### src/rtl/pbit_pkg.sv
// Shared fixed-point constants for the p-bit neuron.
// Sign-magnitude words: bit N-1 sign, N-2:0 magnitude.
package pbit_pkg;

  localparam int N = 7;
  localparam int Q = 2;

  localparam logic [N-1:0] ONE       = 7'b0000100;
  localparam logic [N-1:0] NEG_ONE   = 7'b1000100;
  localparam logic [N-1:0] CLAMP_POS = 7'b0011111;
  localparam logic [N-1:0] CLAMP_NEG = 7'b1100000;

  // x^32 + x^22 + x^2 + x + 1
  localparam logic [31:0] LFSR_TAPS = 32'h8020_0003;

  // Sign-magnitude to two's complement; -0 maps to 0.
  function automatic logic signed [N:0] sm_to_int(
    input logic [N-1:0] v
  );
    logic signed [N:0] m;
    m = $signed({2'b00, v[N-2:0]});
    return v[N-1] ? -m : m;
  endfunction

endpackage

### src/rtl/pbit_core.sv
// LFSR threshold generator and stochastic state register.
// The compare uses the LFSR value before this cycle's shift.
module pbit_core
  import pbit_pkg::*;
#(
  parameter logic [31:0] INIT = 32'd1000000000
) (
  input  logic         CLK,
  input  logic         RST,
  input  logic         en,
  input  logic [N-1:0] z,
  output logic         pbit_val
);

  localparam logic [31:0] SEED = (INIT == 32'd0) ? 32'h1 : INIT;

  logic [31:0]  lfsr;
  logic         fb;
  logic [N-1:0] r_sm;
  logic         gt;

  assign fb   = ^(lfsr & LFSR_TAPS);
  assign r_sm = {lfsr[N-1], 1'b0, lfsr[N-3:0]};
  assign gt   = sm_to_int(z) > sm_to_int(r_sm);

  // Free-running LFSR; state resamples only on enabled edges.
  always_ff @(posedge CLK) begin
    if (RST) begin
      lfsr     <= SEED;
      pbit_val <= 1'b0;
    end else begin
      lfsr <= {lfsr[30:0], fb};
      if (en) begin
        pbit_val <= gt;
      end
    end
  end

endmodule

### src/rtl/qadd.sv
// Sign-magnitude fixed-point adder.
// Saturates on same-sign overflow; zero is always +0.
module qadd #(
  parameter int N = 7,
  parameter int Q = 2
) (
  input  logic [N-1:0] a,
  input  logic [N-1:0] b,
  output logic [N-1:0] c
);

  localparam int unused_q = Q;

  logic [N-2:0] ma;
  logic [N-2:0] mb;
  logic [N-1:0] sum;
  logic [N-2:0] mag;
  logic         sgn;

  assign ma  = a[N-2:0];
  assign mb  = b[N-2:0];
  assign sum = {1'b0, ma} + {1'b0, mb};

  // Add or subtract magnitudes depending on the signs.
  always_comb begin
    mag = '0;
    sgn = 1'b0;
    if (a[N-1] == b[N-1]) begin
      sgn = a[N-1];
      mag = sum[N-1] ? '1 : sum[N-2:0];
    end else if (ma >= mb) begin
      sgn = a[N-1];
      mag = ma - mb;
    end else begin
      sgn = b[N-1];
      mag = mb - ma;
    end
    c = {sgn & (|mag), mag};
  end

endmodule

### src/rtl/qmult.sv
// Sign-magnitude fixed-point multiplier.
// Truncating, with overflow flag for dropped high bits.
module qmult #(
  parameter int N = 7,
  parameter int Q = 2
) (
  input  logic [N-1:0] i_multiplicand,
  input  logic [N-1:0] i_multiplier,
  output logic [N-1:0] o_result,
  output logic         ovr
);

  logic [2*N-3:0] prod;
  logic [2*N-3:0] shifted;
  logic [N-2:0]   mag;
  logic           sgn;

  // Full product, rescale, keep the low magnitude field.
  always_comb begin
    prod = {{(N-1){1'b0}}, i_multiplicand[N-2:0]}
         * {{(N-1){1'b0}}, i_multiplier[N-2:0]};
    shifted = prod >> Q;
    mag = shifted[N-2:0];
    ovr = |shifted[2*N-3:N-1];
    sgn = i_multiplicand[N-1] ^ i_multiplier[N-1];
    o_result = {sgn & (|mag), mag};
  end

endmodule

### src/rtl/pbit_neuron.sv
// P-bit neuron: weighted field of two neighbours plus bias,
// clamped, then sampled against an LFSR threshold.
module pbit_neuron #(
  parameter int          N    = pbit_pkg::N,
  parameter int          Q    = pbit_pkg::Q,
  parameter logic [31:0] INIT = 32'd1000000000
) (
  input  logic         CLK,
  input  logic         RST,
  input  logic         en,
  input  logic         s_a,
  input  logic         s_b,
  input  logic [N-1:0] w_a,
  input  logic [N-1:0] w_b,
  input  logic [N-1:0] bias,
  output logic [N-1:0] z,
  output logic         pbit_val
);

  localparam logic [N-2:0] CLAMP_TH = (N-1)'(1 << (N-2));

  logic [N-1:0] m_a;
  logic [N-1:0] m_b;
  logic [N-1:0] p_a;
  logic [N-1:0] p_b;
  logic [N-1:0] p_sum;
  logic [N-1:0] z_raw;
  logic         ovr_a;
  logic         ovr_b;
  logic         unused_ovr;
  logic         pos_sat;
  logic         neg_sat;

  assign m_a = s_a ? pbit_pkg::ONE : pbit_pkg::NEG_ONE;
  assign m_b = s_b ? pbit_pkg::ONE : pbit_pkg::NEG_ONE;

  // |m| is 1.0, so the products can never overflow.
  assign unused_ovr = ovr_a ^ ovr_b;

  qmult #(.N(N), .Q(Q)) u_mul_a (
    .i_multiplicand (w_a),
    .i_multiplier   (m_a),
    .o_result       (p_a),
    .ovr            (ovr_a)
  );

  qmult #(.N(N), .Q(Q)) u_mul_b (
    .i_multiplicand (w_b),
    .i_multiplier   (m_b),
    .o_result       (p_b),
    .ovr            (ovr_b)
  );

  qadd #(.N(N), .Q(Q)) u_add_ab (
    .a (p_a),
    .b (p_b),
    .c (p_sum)
  );

  qadd #(.N(N), .Q(Q)) u_add_bias (
    .a (p_sum),
    .b (bias),
    .c (z_raw)
  );

  assign pos_sat = !z_raw[N-1] && (z_raw[N-2:0] >= CLAMP_TH);
  assign neg_sat =  z_raw[N-1] && (z_raw[N-2:0] >  CLAMP_TH);

  // Clamp the field into the threshold's range.
  always_comb begin
    z = z_raw;
    unique case (1'b1)
      pos_sat: z = pbit_pkg::CLAMP_POS;
      neg_sat: z = pbit_pkg::CLAMP_NEG;
      default: z = z_raw;
    endcase
  end

  pbit_core #(.INIT(INIT)) u_core (
    .CLK      (CLK),
    .RST      (RST),
    .en       (en),
    .z        (z),
    .pbit_val (pbit_val)
  );

endmodule

### config.mk
export PLATFORM = sky130hd
export DESIGN_NAME = pbit_neuron
export DESIGN_NICKNAME = d
export VERILOG_FILES = /design/src/rtl/pbit_pkg.sv /design/src/rtl/pbit_core.sv /design/src/rtl/qadd.sv /design/src/rtl/qmult.sv /design/src/rtl/pbit_neuron.sv
export SDC_FILE = /design/constraint.sdc
export NUM_CORES = 1
export LEC_CHECK = 0
export ABC_AREA = 1
export CAP_MARGIN = 0
export CORE_ASPECT_RATIO = 1.2
export CORE_MARGIN = 8
export CORE_UTILIZATION = 53
export CTS_BUF_LIST = sky130_fd_sc_hd__clkbuf_8 sky130_fd_sc_hd__clkbuf_16
export CTS_CLUSTER_DIAMETER = 30
export DETAILED_ROUTE_END_ITERATION = 6
export GPL_TIMING_DRIVEN = 0
export PLACE_DENSITY = 0.82
export SLEW_MARGIN = 25
export SYNTH_ARGS = -nofsm -noshare
export SYNTH_HDL_FRONTEND = slang
export SYNTH_SLANG_ARGS = --single-unit
### constraint.sdc
create_clock -name CLK -period 5.49 [get_ports CLK]
set_input_delay 1.098 -clock CLK [delete_from_list [all_inputs] [get_ports CLK]]
set_output_delay 1.098 -clock CLK [all_outputs]
set_load 0.01 [all_outputs]
Word-level counts from Yosys, hierarchy flattened --
Index checks and enable logic that the tools add are counted.
Word-level totals: bits in registers 33, input port bits 26, logic and storage cells 48
Cells by class: add/subtract/negate cells 8, $mul 2, $lt $le $gt $ge 5, equal/unequal tests 2, muxes and demuxes 15, bitwise operators 6, reductions and logical operators 8
Operators with widths (count):
- 2-to-1 mux 6 bit | 6
- parity 32 bit | 1
- OR reduction 6 bit | 4
- subtractor 6 bit | 4
- multiplier 6 x 6 -> 8 bit | 2
- 2-to-1 mux 8 bit | 2
- adder 6 x 6 -> 7 bit | 2
- 2-to-1 mux 7 bit | 2
- one-hot mux 7 bit (2 select lines) | 1
- >= comparator 6 bit | 2
- greater-than comparator 8 bit | 1
- negation 5 -> 8 bit | 1
- negation 6 -> 8 bit | 1
- >= comparator 6 bit (second input constant) | 1
- greater-than comparator 6 bit (second input constant) | 1
- AND 1 bit | 4
- 2-to-1 mux 1 bit | 4
- == test 1 bit | 2
- logical AND 1 bit | 2
- bitwise XOR 1 bit | 2
- logical NOT 1 bit | 1

Depth between registers and ports, before layout --
word-level depth 18, mapped depth 47, mapped depth without buffers 46

Modules after synthesis --
Synthesis repeated with hierarchy kept, for this count alone.
Second synthesis, totals: cell total of the unflattened synthesis 909, area total of the unflattened synthesis 5924.4 um^2
By module, submodules not included:
- qmult | instances 2, cells each 185, area an instance 1191.1 um^2, seq. area each 0.0 um^2
- pbit_core | instances 1, cells each 164, area an instance 1358.8 um^2, seq. area each 660.6 um^2
- qadd (u_add_ab) | instances 1, cells each 176, area an instance 1113.6 um^2, seq. area each 0.0 um^2
- qadd (u_add_bias) | instances 1, cells each 175, area an instance 974.7 um^2, seq. area each 0.0 um^2
- pbit_neuron | instances 1, cells each 24, area an instance 95.1 um^2, seq. area each 0.0 um^2

Worst setup path after synthesis --
No wires, ideal clock.
path kind input port to flip-flop, start point input w_a[0], end point register u_core.pbit_val, library setup time 0.070 ns, arrival 5.886 ns, data required time 5.420 ns, path slack -0.467 ns, stages 44, path buffers 1, cells stage by stage inv_1 > ha_1 > inv_1 > fa_1 > inv_1 > nand2_1 > nand2_1 > inv_1 > nor2_1 > nand2_1 > nand2_1 > nand2_1 > nand2_2 > inv_2 > ha_1 > clkbuf_1 > nand2_1 > inv_1 > [8 not listed] > nor2_2 > nand2_1 > nand2_2 > nand2_4 > inv_4 > nand2_4 > nand2_1 > inv_1 > ha_1 > nand2_1 > o21ai_2 > ha_1 > a21oi_1 > o21ai_0 > a21oi_1 > xor2_1 > nand3_1 > a21oi_1
On the way: cells in the longest elaborated chain, start to end 17, elaborated cells on any way between the ends 36
RTL lines:
- from (decl) | RTL line pbit_neuron.sv:13 | input logic [N-1:0] w_a,
- multiplier 6 x 6 -> 8 bit * | RTL line qmult.sv:21 | * {{(N-1){1'b0}}, i_multiplier[N-2:0]};
- branches (longest 12 deep; another with subtractor 6 bit)
- one-hot mux 7 bit (2 select lines) * | RTL line pbit_neuron.sv:72 | unique case (1'b1)
- named net z[0] | RTL line pbit_neuron.sv:16 | output logic [N-1:0] z,
- negation 6 -> 8 bit | RTL line pbit_pkg.sv:22 | return v[N-1] ? -m : m;
- 2-to-1 mux 8 bit * | RTL line pbit_pkg.sv:22
- greater-than comparator 8 bit * | RTL line pbit_core.sv:24 | assign gt = sm_to_int(z) > sm_to_int(r_sm);
- to (signal assigned) | RTL line pbit_core.sv:34 | pbit_val <= gt;
- to (decl) | RTL line pbit_core.sv:12 | output logic pbit_val
Mark *: on every way through the listed nets, which the timed path passes. A chain may end at the register's enable or synchronous reset.

Worst setup path after layout --
start point input w_a[0], end point register u_core.pbit_val
On the way: cells in the longest elaborated chain, start to end 17, elaborated cells on any way between the ends 36
RTL lines (RTL line):
- multiplier 6 x 6 -> 8 bit * | qmult.sv:21
- branches (longest 12 deep; another with subtractor 6 bit)
- one-hot mux 7 bit (2 select lines) * | pbit_neuron.sv:72
- negation 6 -> 8 bit | pbit_pkg.sv:22
- 2-to-1 mux 8 bit * | pbit_pkg.sv:22
- greater-than comparator 8 bit * | pbit_core.sv:24
Every way passes the cells marked *.

==> results.yml <==
synthesis:
  syn_nets: 591
  ys_seq_area_share_pct: 19.8
  synthSimpleGateAreaFrac_pct: 34.7
  synthXorXnorAreaFrac_pct: 4.72
  yosysWarningCount: 0
  synth.area.mux_share_pct: 0
  synth_seq_cells: 33
  synth-compound-area-share_pct: 8.58
  avgSynthCellArea_um2: 6.50
  syn_inst: 514
  synth_top_family_by_area: "simple AND/OR/NAND/NOR gates"
  synth.distinct_cells: 35
  synth_fa_ha_area_share_pct: 20.4
  syn_area_um2: 3340
clocking:
  cts_buffers: 5
  cts_root_buf: "clkbuf_8"
  htreeDepth: 2
  cts_buffer_depth: 2
  postCtsHoldBufs: 0
  cts_tree: "yes"
  clkSinkCount: 33
  clkTransAtPathRegs_ps: 60
  clock_latency_ps: 280
die:
  die_w_um: 88.5
  coreArea_um2: 6050
  die_area_um2: 9110
  rows: 31
  ios: 34
  die_h_um: 103
  start_util_pct: 55.2
global_routing:
  first_global_vias: 3481
  grt_max_degree: 11
  grt-ovfl-total: 0
  grt_pass1_wl_um: 15100
  gr-usage-all-layers_pct: 20.5
  antenna_found_initial: 0
placement:
  dp_hpwl_um: 6160
  port_buffers: 33
  placed_cells: 629
  place_congestion: 0.904
  preCtsSetupSlack_ps: -1670
power:
  internal_power_mw: 1.11
  p_per_area_nw_per_um2: 422
  seqPwrFrac_pct: 12.4
  switching_share_pct: 47.7
  p_comb_share_pct: 78.4
  p_sw_mw: 1.01
  pwr-share-clk_pct: 9.2
  ir_worst_vdd_uv: 362
  p_leak_nw: 2.50
job:
  cap_violations: 0
drt:
  dr_wl_met2_um: 5650
  wl_met3_um: 511
  drt_iter0_markers: 244
  routed-via-count: 3807
  dr.pass1.iters: 5
  dr.max_layer_used: "met4"
  met1Wirelength_um: 4070
  wl_per_cell_um: 15.4
  via_per_inst: 5.48
  post-route-drc-count: 0
  postRouteWirelength_um: 10700
  antenna_left: 0
finish:
  syn_to_final_growth_pct: 50.3
  fill_cells: 342
  antennaDiodeCount: 0
  fin_cells: 695
  multi_input_comb_area_um2: 2960
  regArea_um2: 661
  drive_gt1_share_pct: 41.9
  fin_nets: 689
worst_setup_path:
  end_kind: "flop"
  crit_fanout: 7
  crit_arrival_ps: 5960
  slowest_stage: "fa_2"
  start_kind: "primary input"
  crit_family: "simple AND/OR/NAND/NOR gates"
  path_common_cell: "nand2_2"
  slowest_delay_ps: 350
  critPathKind: "in2reg"
  crit_buf_inv: 9
  required_ps: 5700
sta:
  fmax_mhz: 174
  hold_violations: 0
  final.setup.worst_slack_ps: -262
  fin_worst_skew_ps: 5.59
  worstMarginPinSlew_ps: 538
  grt_setup_unrepaired: "true"
  final_min_period_over_clock_period_pct: 105
  setup_violations: 8
  fin_crit_ps: 5750
  maxSlewViolCount: 0
  relSlewSlack_pct: 63.7
  whs_ps: 400
worst_hold_path:
  min_path_type: "reg2reg"
outcome:
  violations: "setup timing"
  status: "complete, but fails checks"
-- placed cells by master, fill, tap and decap left out, types with 8 or more instances in the layout --
cell,instances
a21oi_1,9
or2_2,13
clkdlybuf4s50_1,14
buf_4,57
ha_1,27
dfxtp_1,33
nand2_4,13
buf_6,11
buf_2,8
ha_4,16
inv_1,62
nor2_1,41
nor2_4,9
nand2_1,100
xor2_1,13
nand3_1,23
a21oi_2,10
nand2_2,36
nand3_2,8
inv_2,20
nand4_1,8
-- per-layer routing --
layer / global-route usage (%) / vias up
met5: 0 / -
met4: 9.78 / 0
met3: 3.11 / 53
met2: 38.2 / 183
met1: 21.8 / 1783
li1: - / 1788
-- per-stage QoR --
step,setup TNS (ps),instance area [um2],total power [mW],utilization (%)
finish,-1220,5020,2.12,83.0
global route,-2770,5020,2.24,83.0
CTS,-612,4520,1.71,74.7
detailed placement,-12400,3890,1.27,64.4
global placement,-11750,3890,1.22,64.4
floorplan,-177,3460,0.994,-
-- synthesized netlist by cell type --
cell / instances / area share, %
nand2_1: 136 / 15
inv_1: 87 / 9.8
nor2_1: 52 / 5.8
ha_1: 45 / 17
dfxtp_1: 33 / 20
nand3_1: 32 / 4.8
a21oi_1: 21 / 3.1
o21ai_0: 13 / 1.9
or2_2: 13 / 2.4
xor2_1: 13 / 3.4
nand2_2: 11 / 2.1
nand4_1: 8 / 1.5
fa_1: 6 / 3.6
xnor2_1: 5 / 1.3
a221oi_1: 4 / 1.0
clkbuf_1: 4 / 0.45
inv_2: 4 / 0.45
nand2_4: 3 / 1.0
nor2_2: 3 / 0.56
o21bai_1: 3 / 0.67
buf_4: 2 / 0.45
o21ai_1: 2 / 0.30
o31ai_1: 2 / 0.45
a21boi_1: 1 / 0.22
a21oi_2: 1 / 0.26
and2_1: 1 / 0.19
buf_2: 1 / 0.15
buf_6: 1 / 0.34
inv_4: 1 / 0.19
nand3_2: 1 / 0.30
nand3b_1: 1 / 0.22
nand3b_2: 1 / 0.34
nor3_1: 1 / 0.15
o21ai_2: 1 / 0.26
o311ai_0: 1 / 0.26
-- tightest hold or removal path: cells and delay by family (launching register included) --
family                 cells  cell delay [ps]
and+or+nand+nor            1               30
buffers and inverters      1               40
DFF                        1              290
-- power by group through the flow --
stage	clock [mW]	sequential [mW]	combinational, mW
final	0.195	0.263	1.66
after global routing	0.212	0.264	1.77
after CTS	0.199	0.262	1.25
after detailed placement	0	0.267	1.00
after global placement	0	0.266	0.958
after floorplan	0	0.267	0.727
-- cell families after synthesis --
| family | after synthesis |
|---|---|
| and+or+nand+nor | 263 |
| buffers and inverters | 100 |
| adders and majority gates | 51 |
| AOI/OAI and AO/OA | 49 |
| DFF | 33 |
| xor gates and xnor gates | 18 |
-- what timing repair did --
item                       in CTS  in global routing
setup endpoints to repair       8                  8
hold endpoints to repair        0                  0
pin swaps                      55                 80
setup buffers                  36                 24
resized for setup             159                 96
-- registers in the layout, summed over array words and instances, names as in the netlist --
signal           count
u_core.lfsr         32
u_core.pbit_val      1
-- final timing paths --
| check | cells past startpoint | start | slack [ps] | to |
|---|---|---|---|---|
| worst max-delay path | 41 | w_a[0] | -260 | u_core.pbit_val |
| worst min register to register | 2 | u_core.lfsr[11] | 400 | u_core.lfsr[12] |
| worst max register to register | 10 | u_core.lfsr[0] | 3180 | u_core.pbit_val |
| worst min-delay path | 2 | u_core.lfsr[11] | 400 | u_core.lfsr[12] |
-- area by class of cell --
class                      count  area share, %
multi-input combinational    381           59.0
timing repair buffer          93           15.2
sequential                    33           13.2
inverter                      92           7.65
tap                           82           2.04
clock buffer                   7           1.92
buffer                         6          0.972
clock inverter                 1         0.0997
Note: power is estimated with default switching activity, not from simulation.
